$ cat config.mk
export PLATFORM = sky130hd
export DESIGN_NAME = block_drop_ctrl
export DESIGN_NICKNAME = d
export VERILOG_FILES = /design/src/rtl/block_drop_pkg.sv /design/src/rtl/tick_counter.sv /design/src/rtl/block_drop_ctrl.sv
export SDC_FILE = /design/constraint.sdc
export NUM_CORES = 1
export LEC_CHECK = 0
export BUFFER_PORTS_ARGS = -buffer_cell sky130_fd_sc_hd__buf_2
export CAP_MARGIN = 20
export CORE_MARGIN = 5
export CORE_UTILIZATION = 35
export CTS_BUF_LIST = sky130_fd_sc_hd__clkbuf_8 sky130_fd_sc_hd__clkbuf_16
export CTS_CLUSTER_DIAMETER = 30
export DETAILED_ROUTE_END_ITERATION = 10
export SLEW_MARGIN = 0
export SYNTH_ARGS = -nofsm -noshare
export SYNTH_HDL_FRONTEND = slang
export SYNTH_SLANG_ARGS = --single-unit
$ cat constraint.sdc
create_clock -name clk -period 3 [get_ports clk]
set_input_delay 0.45 -clock clk [delete_from_list [all_inputs] [get_ports clk]]
set_output_delay 0.45 -clock clk [all_outputs]
set_load 0.01 [all_outputs]
$ cat src/rtl/block_drop_pkg.sv
`default_nettype none
// +----------------------------------------------------------------------+
// | Package : block_drop_pkg                                             |
// | Purpose : Shared state codes and board geometry for the falling-     |
// |           block game sequencer.                                      |
// | Revision: 1.0  initial release                                       |
// +----------------------------------------------------------------------+
package block_drop_pkg;

  typedef enum logic [2:0] {
    S_INIT    = 3'd0,
    S_MOVING  = 3'd1,
    S_PAUSE   = 3'd2,
    S_FALLING = 3'd3,
    S_LAND    = 3'd4,
    S_OVER    = 3'd5
  } state_t;

  localparam int         NUM_COLS = 4;
  localparam int         NUM_ROWS = 3;
  localparam logic [1:0] MAX_H    = 2'd3;

endpackage : block_drop_pkg
`default_nettype wire

$ cat src/rtl/tick_counter.sv
`default_nettype none
// +----------------------------------------------------------------------+
// | Module  : tick_counter                                               |
// | Purpose : Counts enabled cycles; synchronous clear wins over enable. |
// | Ports   : clk, rst (async, active-high), clr, en -> count[CNT_W-1:0] |
// | Revision: 1.0  initial release                                       |
// +----------------------------------------------------------------------+
module tick_counter #(
  parameter int CNT_W = 4
) (
  input  logic             clk,
  input  logic             rst,
  input  logic             clr,
  input  logic             en,
  output logic [CNT_W-1:0] count
);

  logic [CNT_W-1:0] count_q;
  logic [CNT_W-1:0] count_d;

  always_comb begin
    count_d = count_q;
    if (clr) begin
      count_d = '0;
    end else if (en) begin
      count_d = count_q + CNT_W'(1);
    end
  end

  always_ff @(posedge clk or posedge rst) begin
    if (rst) begin
      count_q <= '0;
    end else begin
      count_q <= count_d;
    end
  end

  assign count = count_q;

endmodule : tick_counter
`default_nettype wire

$ cat src/rtl/block_drop_ctrl.sv
`default_nettype none
// +----------------------------------------------------------------------+
// | Module  : block_drop_ctrl                                            |
// | Purpose : Falling-block game sequencer. Owns the INIT/MOVING/PAUSE/  |
// |           FALLING/LAND/OVER flow, the active block position and the  |
// |           per-column stack heights. Timing comes from a one-cycle    |
// |           tick enable.                                               |
// | Ports   : clk, rst (async, active-high), tick,                       |
// |           btn_left/right/up/down (one-cycle pulses)                  |
// |           -> state[2:0], col[1:0], row[1:0], heights[7:0]            |
// |              ({h3,h2,h1,h0}), landed (pulse), game_over              |
// | Revision: 1.0  initial release                                       |
// +----------------------------------------------------------------------+
module block_drop_ctrl
  import block_drop_pkg::*;
#(
  parameter int INIT_TICKS = 6,
  parameter int FALL_TICKS = 1,
  parameter int CNT_W      = 4
) (
  input  logic       clk,
  input  logic       rst,
  input  logic       tick,
  input  logic       btn_left,
  input  logic       btn_right,
  input  logic       btn_up,
  input  logic       btn_down,
  output logic [2:0] state,
  output logic [1:0] col,
  output logic [1:0] row,
  output logic [7:0] heights,
  output logic       landed,
  output logic       game_over
);

  localparam logic [1:0]       LAST_COL  = 2'(NUM_COLS - 1);
  localparam logic [1:0]       LAST_ROW  = 2'(NUM_ROWS - 1);
  localparam logic [CNT_W-1:0] INIT_LAST = CNT_W'(INIT_TICKS - 1);
  localparam logic [CNT_W-1:0] FALL_LAST = CNT_W'(FALL_TICKS - 1);

  state_t     state_q, state_d;
  logic [1:0] col_q, col_d;
  logic [1:0] row_q, row_d;
  logic [7:0] heights_q, heights_d;
  logic       landed_q, landed_d;
  logic       game_over_q, game_over_d;

  logic [CNT_W-1:0] count;
  logic             cnt_clr;
  logic             cnt_en;
  logic [1:0]       h_col;
  logic [1:0]       land_row;
  logic             init_done;
  logic             fall_step;
  logic             all_full;

  // Transitions fire on the tick that completes the interval, so the new
  // state is visible the cycle after that tick rather than one cycle later.
  assign h_col     = heights_q[{col_q, 1'b0} +: 2];
  assign land_row  = LAST_ROW - h_col;
  assign init_done = tick && (count == INIT_LAST);
  assign fall_step = (state_q == S_FALLING) && tick && (count == FALL_LAST);
  assign all_full  = (heights_q == {NUM_COLS{MAX_H}});

  // Clearing on any state change also drops a tick that coincides with the
  // change; each fall step restarts the interval.
  assign cnt_clr = (state_d != state_q) || fall_step;
  assign cnt_en  = tick && (state_q != S_PAUSE);

  tick_counter #(
    .CNT_W (CNT_W)
  ) u_tick_counter (
    .clk   (clk),
    .rst   (rst),
    .clr   (cnt_clr),
    .en    (cnt_en),
    .count (count)
  );

  always_comb begin
    state_d   = state_q;
    col_d     = col_q;
    row_d     = row_q;
    heights_d = heights_q;
    landed_d  = 1'b0;

    case (state_q)
      S_INIT: begin
        if (init_done) state_d = S_MOVING;
      end

      S_MOVING: begin
        if (btn_up) begin
          state_d = S_PAUSE;
        end else if (btn_down && (h_col != MAX_H)) begin
          state_d = S_FALLING;
        end else if (btn_left && !btn_right) begin
          if (col_q != 2'd0) col_d = col_q - 2'd1;
        end else if (btn_right && !btn_left) begin
          if (col_q != LAST_COL) col_d = col_q + 2'd1;
        end
      end

      S_PAUSE: begin
        if (btn_up) state_d = S_MOVING;
      end

      S_FALLING: begin
        if (fall_step) begin
          if (row_q < land_row) begin
            row_d = row_q + 2'd1;
          end else begin
            // Height and landed pulse are committed on entry to LAND so
            // both are visible during the single LAND cycle.
            state_d                         = S_LAND;
            heights_d[{col_q, 1'b0} +: 2]   = h_col + 2'd1;
            landed_d                        = 1'b1;
          end
        end
      end

      S_LAND: begin
        col_d   = 2'd0;
        row_d   = 2'd0;
        state_d = all_full ? S_OVER : S_INIT;
      end

      S_OVER: begin
        state_d = S_OVER;
      end

      default: begin
        state_d = S_INIT;
      end
    endcase

    game_over_d = (state_d == S_OVER);
  end

  always_ff @(posedge clk or posedge rst) begin
    if (rst) begin
      state_q     <= S_INIT;
      col_q       <= 2'd0;
      row_q       <= 2'd0;
      heights_q   <= 8'd0;
      landed_q    <= 1'b0;
      game_over_q <= 1'b0;
    end else begin
      state_q     <= state_d;
      col_q       <= col_d;
      row_q       <= row_d;
      heights_q   <= heights_d;
      landed_q    <= landed_d;
      game_over_q <= game_over_d;
    end
  end

  assign state     = state_q;
  assign col       = col_q;
  assign row       = row_q;
  assign heights   = heights_q;
  assign landed    = landed_q;
  assign game_over = game_over_q;

endmodule : block_drop_ctrl
`default_nettype wire

# Yosys cells after proc, flatten, opt, wreduce, memory -nomap -nowiden
# Cells that the tools add are included.
# totals
reg_bits,21
input_bits,7
# op_classes
addsub,7
n_lt_le_gt_ge,1
eq_ne,19
shift,3
muxes,24
n_bitwise,1
reduce_logical,19
# op_table
cell,count
3-bit 2-to-1 mux,7
3-bit one-hot mux with 6 select lines,1
2-bit 2-to-1 mux,8
"2-bit inequality test, second input constant",5
"3-bit equality test, second input constant",3
"3-bit inequality test, second input constant",3
8-bit bitwise mux,1
"8-bit equality test, second input constant",1
4-bit 2-to-1 mux,2
2-bit one-hot mux with 2 select lines,2
2-bit nonzero test,4
"2-bit by 5-bit variable shift with 8-bit output, first input constant",1
2-bit by 5-bit indexed part select with 8-bit output,1
8-bit by 4-bit indexed part select with 2-bit output,1
1-bit logical AND,7
"2-bit by 1-bit adder with 2-bit output, second input constant",3
"3-bit by 2-bit equality test with 1-bit output, second input constant",2
3-bit AND reduction,2
6-bit AND reduction,1
3-bit negation with 5-bit output,1
"4-bit by 1-bit adder with 4-bit output, second input constant",1
"4-bit by 3-bit equality test with 1-bit output, second input constant",1
4-bit zero test,1
"3-bit by 1-bit equality test with 1-bit output, second input constant",1
11 further kinds,14

# Longest topological paths before layout
# Gate-level depths: netlist of run 1.
# logic_depth
ltp_word,9
mapped_depth,11
mapped_depth_nobuf,10

# By module
# A second synthesis of run 1 with hierarchy kept.
# hier_totals
cells_unflattened,139
area_unflattened_um2,1471.4
# by_module_without_submodules
module,n_inst,cells_each,area_each_um2,seq_area_each_um2
block_drop_ctrl,1,122,1275.0,425.4
tick_counter,1,17,196.4,100.1

# Least setup slack after synthesis of run 1
# Ideal clock, no wire load.
# synth_path
kind,register to register
start,register col_q[0] (netlist: col[0])
end,register heights_q[0] (netlist: heights[0])
arrival_time_ns,2.609
slack_ns,0.266
stages_incl_launch_ff,9
n_path_buf,1
synth_period_minus_slack_ns,2.734
cell_sequence,dfrtp_1 -> buf_4 -> mux4_1 -> ha_1 -> ha_1 -> nor3b_1 -> a221oi_4 -> nand3_1 -> mux2_2
# synth_via
elab_chain_len,5
elab_cells_between_ends,10
cone_classes,3 x add/sub; 1 x order compare; 3 x shift; 1 x mux; 1 x bitwise; 1 x reduce/logical
# synth_lines
item,line,source
"start, declared",block_drop_ctrl.sv:42,"logic [1:0] col_q, col_d;"
"start signal, assigned",block_drop_ctrl.sv:150,col_q <= col_d;
8-bit by 4-bit indexed part select with 2-bit output,block_drop_ctrl.sv:59,"assign h_col = heights_q[{col_q, 1'b0} +: 2];"
2-bit subtractor,block_drop_ctrl.sv:60,assign land_row = LAST_ROW - h_col;
2-bit less-than comparator,block_drop_ctrl.sv:110,if (row_q < land_row) begin
1-bit inverter (no source line),n/a,
3-bit AND reduction (no source line),n/a,
"end signal, assigned",block_drop_ctrl.sv:152,heights_q <= heights_d;
"end, declared",block_drop_ctrl.sv:44,"logic [7:0] heights_q, heights_d;"
# Parallel ways exist; a longest one is shown, timed or not.
# A chain may end at the register's enable or synchronous reset.

# Worst setup path in the final report of run 1
# layout_path
start,register col_q[1] (netlist: col[1])
end,register heights_q[0] (netlist: heights[0])
# Same word-level chain as after synthesis.

==> impl_metrics.env, run 1 <==
export IMPL_chipHeight_um=73.0
export IMPL_drt_wl_total_um=3180
export IMPL_grt_pass1_wl_um=5460
export IMPL_firstDrtPassIters=4
export IMPL_overflow=0
export IMPL_setup_violations=0
export IMPL_ctsHoldBuffers=0
export IMPL_relSlewSlack=0.447
export IMPL_seq_area_frac_synth=0.379
export IMPL_vias=1094
export IMPL_clk_latency_ns=0.25
export IMPL_cp_arrival_ns=2.94
export IMPL_grt_max_degree=22
export IMPL_drive_above_1_share=0.280
export IMPL_rows=22
export IMPL_syn_num_nets=150
export IMPL_clock_skew_ns=0.00346
export IMPL_antenna_left=0
export IMPL_clk_path_buf_depth=2
export IMPL_fmax_mhz=358
export IMPL_crit_type="reg -> reg"
export IMPL_async_flop_share=1.00
export IMPL_drv_slew=0
export IMPL_areaGrowthSynthToFinish_pct=15.6
export IMPL_wl_met2_um=1520
export IMPL_status="completed"
export IMPL_start_util=0.371
export IMPL_numCtsBuffers=3
export IMPL_setup_tns_ns=0
export IMPL_post_route_period_util=0.932
export IMPL_startpoint_type="flop"
export IMPL_antenna_found_initial=0
export IMPL_clkTransAtPathRegs_ns=0.07
export IMPL_synth_cell_type_count=41
export IMPL_hpwlAfterDp_um=2380
export IMPL_wire_per_inst_um=15.5
export IMPL_nets=176
export IMPL_dr_wl_met3_um=97
export IMPL_synth_edff_count=0
export IMPL_top_layer_used="met4"
export IMPL_drt_drc_violations_left=0
export IMPL_synth_seq_cells=21
export IMPL_ioPinCount=24
export IMPL_synth_top_flop_cell="dfrtp_1"
export IMPL_die_area_um2=5320
export IMPL_yosys_warnings=0
export IMPL_hold_path_class="in -> async"
export IMPL_place_congestion=0.785
export IMPL_finalHoldViolCount=0
export IMPL_port_buffers=23
export IMPL_die_x_um=73.0
export IMPL_htreeDepth=1
export IMPL_path_max_fanout=7
export IMPL_required_ns=3.14
export IMPL_syn_avg_cell_area_um2=10.5
export IMPL_power_leakage_nw=0.810
export IMPL_period_needed_ns=2.80
export IMPL_core_area_um2=3740
export IMPL_grt_use_total=0.129
export IMPL_crit_path_end_kind="flop"
export IMPL_viasPerCell=5.34
export IMPL_syn_area_um2=1390
export IMPL_cts_root_buffer="clkbuf_8"
export IMPL_drtIter0Drc=19
export IMPL_postSynthCellCount=132
export IMPL_cts_setup_buffers=0
export IMPL_clkSinkCount=21
export IMPL_grt_pass1_vias=1132
export IMPL_rsz0062_at_grt="no"
export IMPL_tightest_slew_ns=0.828
export IMPL_num_antenna_cells=0
export IMPL_drv_cap=0
export IMPL_final_util=0.428
export IMPL_peakVddDrop_uv=416
export IMPL_wl_met1_um=1540
export IMPL_pwr_density_cell_nw_per_um2=1010
export IMPL_cts_resized=0
export IMPL_cts_tree="done"
==> state kept, by name, indices dropped and copies added (netlist names) <==
name / flops
col: 2
game_over: 1
heights: 8
landed: 1
row: 2
state: 3
u_tick_counter.count: 4
==> Yosys cell counts (2+ instances only) <==
cell type / instances / area share
dfrtp_1: 21 / 0.38
ha_1: 11 / 0.099
mux2_2: 10 / 0.081
nor2_1: 10 / 0.027
inv_1: 9 / 0.024
nand3_1: 7 / 0.025
nor3_1: 6 / 0.022
nor4b_1: 4 / 0.025
and3_1: 3 / 0.014
clkbuf_1: 3 / 0.0081
nand2_1: 3 / 0.0081
nand2b_1: 3 / 0.014
nand4_1: 3 / 0.014
nor2b_1: 3 / 0.014
o21ai_0: 3 / 0.011
xor2_1: 3 / 0.019
a21oi_1: 2 / 0.0072
and4b_1: 2 / 0.014
mux2i_1: 2 / 0.014
nor4bb_1: 2 / 0.014
or3b_2: 2 / 0.013
==> metal layers <==
layer	GRT usage	vias to the layer above
met5	0	-
met4	0.0307	0
met3	0.0248	2
met2	0.210	23
met1	0.176	536
li1	-	533
==> metrics by stage <==
stage | power, mW | setup WS, ns | hold slack (ns) | cell area [um2] | std cells
finish | 1.62 | 0.204 | 0.348 | 1600 | 205
floorplan | 1.17 | 0.266 | 0.427 | 1390 | 132
detailed placement | 1.44 | 0.215 | 0.524 | 1560 | 201
CTS | 1.63 | 0.207 | 0.358 | 1600 | 205
global route | 1.76 | 0.111 | 0.442 | 1600 | 205
global placement | 1.42 | 0.343 | 0.533 | 1560 | 201
==> power by group <==
group	total (mW)	internal, mW	leakage [nW]	switching (mW)
clock network	0.177	0.0910	0.0269	0.0865
registers	0.491	0.365	0.268	0.125
logic	0.953	0.427	0.514	0.526
==> cells by family after synthesis <==
logic type                 count (synthesis)  synth area share
muxes                                     14             0.125
DFF                                       21             0.379
adders and majority gates                 11            0.0992
and+or+nand+nor                           54             0.241
buffers and inverters                     13            0.0379
AOI/OAI and AO/OA                         15            0.0929
xor gates and xnor gates                   4            0.0253
==> worst paths after layout <==
| path | end | from | cells past startpoint | slack, ns |
|---|---|---|---|---|
| hold / removal | heights[3] | rst | 2 | 0.35 |
| min in group clk | row[1] | row[1] | 1 | 0.53 |
| setup reg to reg | heights[0] | col[1] | 9 | 0.20 |
| setup / recovery | heights[0] | col[1] | 9 | 0.20 |
| max in group asynchronous | u_tick_counter.count[2] | rst | 2 | 2.14 |
| hold reg to reg | row[1] | row[1] | 1 | 0.53 |
==> placed cells by master (no fill, tap or decap), drive strengths merged, types with 2 or more instances in the layout <==
| cell type | count |
|---|---|
| a21oi | 2 |
| and3 | 3 |
| and4b | 2 |
| buf | 25 |
| clkbuf | 3 |
| dfrtp | 21 |
| ha | 11 |
| inv | 10 |
| mux2 | 11 |
| mux2i | 2 |
| nand2 | 3 |
| nand2b | 3 |
| nand3 | 7 |
| nand4 | 3 |
| nor2 | 10 |
| nor2b | 3 |
| nor3 | 6 |
| nor4 | 2 |
| nor4b | 4 |
| nor4bb | 2 |
| o21ai | 3 |
| or3b | 2 |
| xor2 | 3 |
==> final cells by class <==
class | instances | area, um2
Clock buffer | 3 | 41.3
Clock inverter | 1 | 3.75
Inverter | 9 | 33.8
Timing Repair Buffer | 25 | 130
Multi-Input combinational cell | 98 | 810
Fill cell | 378 | 2140
Tap cell | 48 | 60.1
Sequential cell | 21 | 526
==> critical path: stages (launching register included) <==
cell and delay, ns:
dfrtp_1 0.49, mux2_2 0.43, nor2_1 0.11, nor2_1 0.05, ha_1 0.35, ha_1 0.23
nor3b_1 0.35, a221oi_4 0.17, nand3_1 0.16, mux2_2 0.34
Note: power is estimated with default switching activity, not from simulation.
==> run 2: changes to the inputs <==
CORE_ASPECT_RATIO = 0.9   (was not set)
==> impl_metrics.env, run 2 (synthesis gave the netlist of run 1 again) <==
export IMPL_crit_family="multiplexers"
export IMPL_clock_skew_ns=0.000659
export IMPL_clkSinkCount=21
export IMPL_path_cells="mux2_2 -> nor2_1 -> nor2_1 -> ha_1 -> ha_1 -> nor3b_1 -> a221oi_4 -> nand3_1 -> mux2_2"
export IMPL_nets=176
export IMPL_final_cell_mix="23 x buf_2, 21 x dfrtp_1, 11 x ha_1, 10 x mux2_2, 10 x nor2_1"
export IMPL_placed_cell_area_um2=1560
export IMPL_startpoint_type="flop"
export IMPL_status="completed"
export IMPL_final_util=0.424
export IMPL_drv_slew=0
export IMPL_hpwlAfterDp_um=2360
export IMPL_finalNonFillerCells=203
export IMPL_power_leakage_nw=0.808
export IMPL_die_x_um=76.4
export IMPL_critPathMaxStageDelay_ns=0.49
export IMPL_clkTransAtPathRegs_ns=0.08
export IMPL_drtIter0Drc=53
export IMPL_start_util=0.367
export IMPL_cp_arrival_ns=2.88
export IMPL_chipHeight_um=69.7
export IMPL_cts_tree="done"
export IMPL_relSlewSlack=0.460
export IMPL_tightest_slew_ns=0.809
export IMPL_design_area_um2=1600
export IMPL_critPathSlowestCell="dfrtp_1"
export IMPL_clk_path_buf_depth=2
export IMPL_ctsHoldBuffers=0
export IMPL_firstDrtPassIters=4
export IMPL_period_needed_ns=2.73
export IMPL_port_buffers=23
export IMPL_grt_pass1_wl_um=5380
export IMPL_largest_reg_flops=8
export IMPL_fmax_mhz=366
export IMPL_dp_cells=199
export IMPL_drive_above_1_share=0.287
export IMPL_numCtsBuffers=3
export IMPL_rsz0062_at_grt="no"
export IMPL_fillCellCount=382
export IMPL_ioPinCount=24
export IMPL_antenna_found_initial=0
export IMPL_htreeDepth=1
export IMPL_peakVddDrop_uv=294
export IMPL_timing_hold_ws_ns=0.333
export IMPL_path_max_fanout=7
export IMPL_setup_tns_ns=0
export IMPL_grt_use_total=0.123
export IMPL_setup_violations=0
export IMPL_vias=1094
export IMPL_grt_max_degree=22
export IMPL_place_congestion=0.822
export IMPL_cts_resized=0
export IMPL_crit_type="reg -> reg"
export IMPL_pwr_density_cell_nw_per_um2=1010
export IMPL_viasPerCell=5.39
export IMPL_crit_path_end_kind="flop"
export IMPL_core_area_um2=3780
export IMPL_cp_num_buf_inv=0
export IMPL_antenna_left=0
export IMPL_cts_setup_buffers=0
export IMPL_clk_latency_ns=0.26
export IMPL_wire_per_inst_um=15.3
export IMPL_drv_cap=0
export IMPL_cts_root_buffer="clkbuf_8"
export IMPL_drt_drc_violations_left=0
export IMPL_die_area_um2=5330
export IMPL_grt_pass1_vias=1098
export IMPL_hold_path_class="in -> async"
export IMPL_areaGrowthSynthToFinish_pct=15.5
export IMPL_overflow=0
export IMPL_finalHoldViolCount=0
export IMPL_post_route_period_util=0.911
export IMPL_num_antenna_cells=0
export IMPL_drt_wl_total_um=3100
export IMPL_required_ns=3.15
export IMPL_rows=21
export IMPL_mostFrequentLayoutCell="buf_2"
## run 2: area by class of cell
class	instances	area [um2]	share of cell area
clock buffers	3	41.3	0.0258
multi-input cells	98	810	0.505
clock inverters	1	5.00	0.00312
inverters	9	33.8	0.0211
flip-flops and latches	21	526	0.328
repair buffers	25	130	0.0812
well taps	46	57.6	0.0359
## run 2: report_power, final
group	switching, mW	internal [mW]
Clock	0.0977	0.0926
Sequential	0.124	0.365
Combinational	0.508	0.424
## run 2: worst paths after layout
kind / depth (start not counted) / from / end / slack, ns
worst min-delay path: 2 / rst / heights[6] / 0.33
worst min register to register: 1 / row[1] / row[1] / 0.52
worst max-delay path: 9 / col[1] / heights[0] / 0.27
max in group asynchronous: 2 / rst / game_over / 2.17
worst max register to register: 9 / col[1] / heights[0] / 0.27
min in group clk: 1 / row[1] / row[1] / 0.52
## run 2: routing by layer
| layer | routed length (um) | share of wire | global-route usage |
|---|---|---|---|
| met1 | 1550 | 0.50 | 0.173 |
| met2 | 1350 | 0.43 | 0.185 |
| met3 | 154 | 0.050 | 0.0260 |
| met4 | 51 | 0.016 | 0.0466 |
| met5 | 0 | 0 | 0 |
## run 2: stage by stage
stage	total power, mW	worst slack (ns)
finish	1.61	0.267
global route	1.76	0.0856
CTS	1.62	0.254
detailed placement	1.43	0.271
global placement	1.41	0.340
floorplan	1.17	0.266
==> run 3: changes to the inputs <==
ABC_AREA = 1   (was not set)
==> impl_metrics.env, run 3 <==
export IMPL_status="completed"
export IMPL_clkSinkCount=21
export IMPL_antenna_left=0
export IMPL_rsz0062_at_grt="no"
export IMPL_pwr_density_cell_nw_per_um2=805
export IMPL_muxShareOfSynthArea=0
export IMPL_antenna_found_initial=0
export IMPL_crit_path_end_kind="flop"
export IMPL_path_max_fanout=13
export IMPL_synth_xor_area_share=0.0308
export IMPL_syn_area_um2=1420
export IMPL_required_ns=3.16
export IMPL_synth_edff_count=0
export IMPL_synth_cell_type_count=25
export IMPL_synth_top_area_cell="dfrtp_1"
export IMPL_wire_per_inst_um=12.1
export IMPL_overflow=0
export IMPL_crit_type="reg -> reg"
export IMPL_syn_num_nets=196
export IMPL_ctsHoldBuffers=0
export IMPL_grt_pass1_wl_um=5120
export IMPL_multi_input_area_um2=727
export IMPL_numCtsBuffers=3
export IMPL_timing_hold_ws_ns=0.325
export IMPL_clk_latency_ns=0.26
export IMPL_async_flop_share=1.00
export IMPL_setup_violations=0
export IMPL_peakVddDrop_uv=286
export IMPL_clkTransAtPathRegs_ns=0.08
export IMPL_cts_tree="done"
export IMPL_startpoint_type="flop"
export IMPL_areaGrowthSynthToFinish_pct=13.2
export IMPL_start_util=0.356
export IMPL_relSlewSlack=0.463
export IMPL_firstDrtPassIters=4
export IMPL_drv_slew=0
export IMPL_dp_cells=246
export IMPL_drt_wl_total_um=3020
export IMPL_cts_setup_buffers=0
export IMPL_finalNonFillerCells=250
export IMPL_setup_tns_ns=0
export IMPL_core_area_um2=3990
export IMPL_vias=1166
export IMPL_viasPerCell=4.66
export IMPL_place_ws_ns=0.416
export IMPL_mostFrequentLayoutCell="inv_1"
export IMPL_postSynthCellCount=178
export IMPL_synth_compound_area_share=0.0845
export IMPL_largest_reg_flops=8
export IMPL_yosys_warnings=0
export IMPL_htreeDepth=1
export IMPL_synthSimpleGateAreaFrac=0.299
export IMPL_post_route_period_util=0.884
export IMPL_reg2reg_from="col[0]"
export IMPL_clk_path_buf_depth=2
export IMPL_die_x_um=77.2
export IMPL_seq_area_frac_synth=0.370
export IMPL_fillCellCount=410
export IMPL_grt_use_total=0.118
export IMPL_drtIter0Drc=45
export IMPL_rows=22
export IMPL_chipHeight_um=70.5
export IMPL_syn_avg_cell_area_um2=7.99
export IMPL_fin_ws_ns=0.348
export IMPL_synth_top_family_by_area="simple AND/OR/NAND/NOR gates"
export IMPL_synth_top_flop_cell="dfrtp_1"
export IMPL_r2r_end="u_tick_counter.count[1]"
export IMPL_cp_arrival_ns=2.81
export IMPL_tightest_slew_ns=0.804
export IMPL_reg2reg_slack_ns=0.35
export IMPL_synth_area_leaders="dfrtp_1 37%, ha_1 9.7%, inv_1 9.0%"
export IMPL_power_leakage_nw=0.898
export IMPL_num_antenna_cells=0
export IMPL_fmax_mhz=377
export IMPL_drive_above_1_share=0.203
export IMPL_yosysTopAreaCellShare=0.370
export IMPL_ys_top_cells_by_count="34 x inv_1, 31 x nand2_1, 21 x dfrtp_1"
export IMPL_finalHoldViolCount=0
export IMPL_ioPinCount=24
export IMPL_clock_skew_ns=0.00439
export IMPL_final_cell_mix="34 x inv_1, 31 x nand2_1, 23 x buf_2, 21 x dfrtp_1, 14 x nor2_1"
export IMPL_hpwlAfterDp_um=2370
export IMPL_grt_pass1_vias=1107
export IMPL_port_buffers=23
export IMPL_drt_drc_violations_left=0
export IMPL_synthAdderAreaFrac=0.0968
export IMPL_grt_max_degree=22
export IMPL_drv_cap=0
export IMPL_regArea_um2=526
export IMPL_place_congestion=0.920
export IMPL_design_power_total_mw=1.30
export IMPL_cts_resized=0
export IMPL_ff2ff_path_depth=15
export IMPL_nets=221
export IMPL_period_needed_ns=2.65
export IMPL_synth_seq_cells=21
export IMPL_die_area_um2=5440
export IMPL_cts_root_buffer="clkbuf_8"
export IMPL_synth_most_common_cell="inv_1"
export IMPL_hold_path_class="in -> async"
-- run 3: cell count changes after synthesis, moves of 4 or more --
cell     previous run  this run
inv_1               9        34
nand3_1             7        13
nor2_1             10        14
nand2_1             3        31
nor4b_1             4         0
o21ai_0             3        10
mux2_2             10         0
-- run 3: final cells by class --
type / instances / area share
multi-input cells: 118 / 0.452
flip-flops and latches: 21 / 0.327
inverters: 36 / 0.0840
repair buffers: 23 / 0.0715
well taps: 48 / 0.0373
clock buffers: 3 / 0.0257
clock inverters: 1 / 0.00311
-- run 3: metrics by stage --
step                      area (um2)   util
after CTS                       1610  0.403
after global routing            1610  0.403
after detailed placement        1560  0.392
after floorplan                 1420      -
after global placement          1560  0.392
final                           1610  0.403
-- run 3: kinds of logic after synthesis --
| family | after synthesis |
|---|---|
| compound gates | 22 |
| flops | 21 |
| simple gates | 80 |
| buf+inv | 39 |
| fa+ha+maj | 11 |
| xor+xnor | 5 |
-- run 3: worst max path at each step --
stage | from | end | slack (ns) | cells after the start
final | col[0] | u_tick_counter.count[1] | 0.35 | 15
after global routing | col[0] | u_tick_counter.count[1] | 0.14 | 15
after detailed placement | col[0] | u_tick_counter.count[1] | 0.42 | 15
after floorplan | col[0] | heights[4] | 0.77 | 14
after global placement | col[0] | u_tick_counter.count[0] | 0.50 | 15
after CTS | col[0] | u_tick_counter.count[1] | 0.36 | 15
-- run 3: worst max-delay path: stages, from the launching register on --
cell,delay (ns)
dfrtp_1,0.58
inv_2,0.21
nand2_1,0.11
nand3_1,0.11
nand2_1,0.12
inv_1,0.08
ha_1,0.33
ha_1,0.29
nand2_2,0.09
nand2_4,0.05
nand2_4,0.17
nand2_1,0.11
nand2_1,0.08
nand2_1,0.06
nand2_2,0.09
nor2_1,0.05
-- run 3: where the power goes --
| part | switching [mW] | internal [mW] | leakage [nW] |
|---|---|---|---|
| Clock | 0.0988 | 0.0927 | 0.0255 |
| Combinational | 0.443 | 0.236 | 0.609 |
| Sequential | 0.0809 | 0.345 | 0.264 |
-- run 3: per-layer routing --
layer  part of all wire  GRT usage  up-vias
li1                   -          -      615
met1               0.50      0.163      515
met3              0.061     0.0284        8
met2               0.42      0.166       28
met4              0.025     0.0630        0
met5                  0          0        -
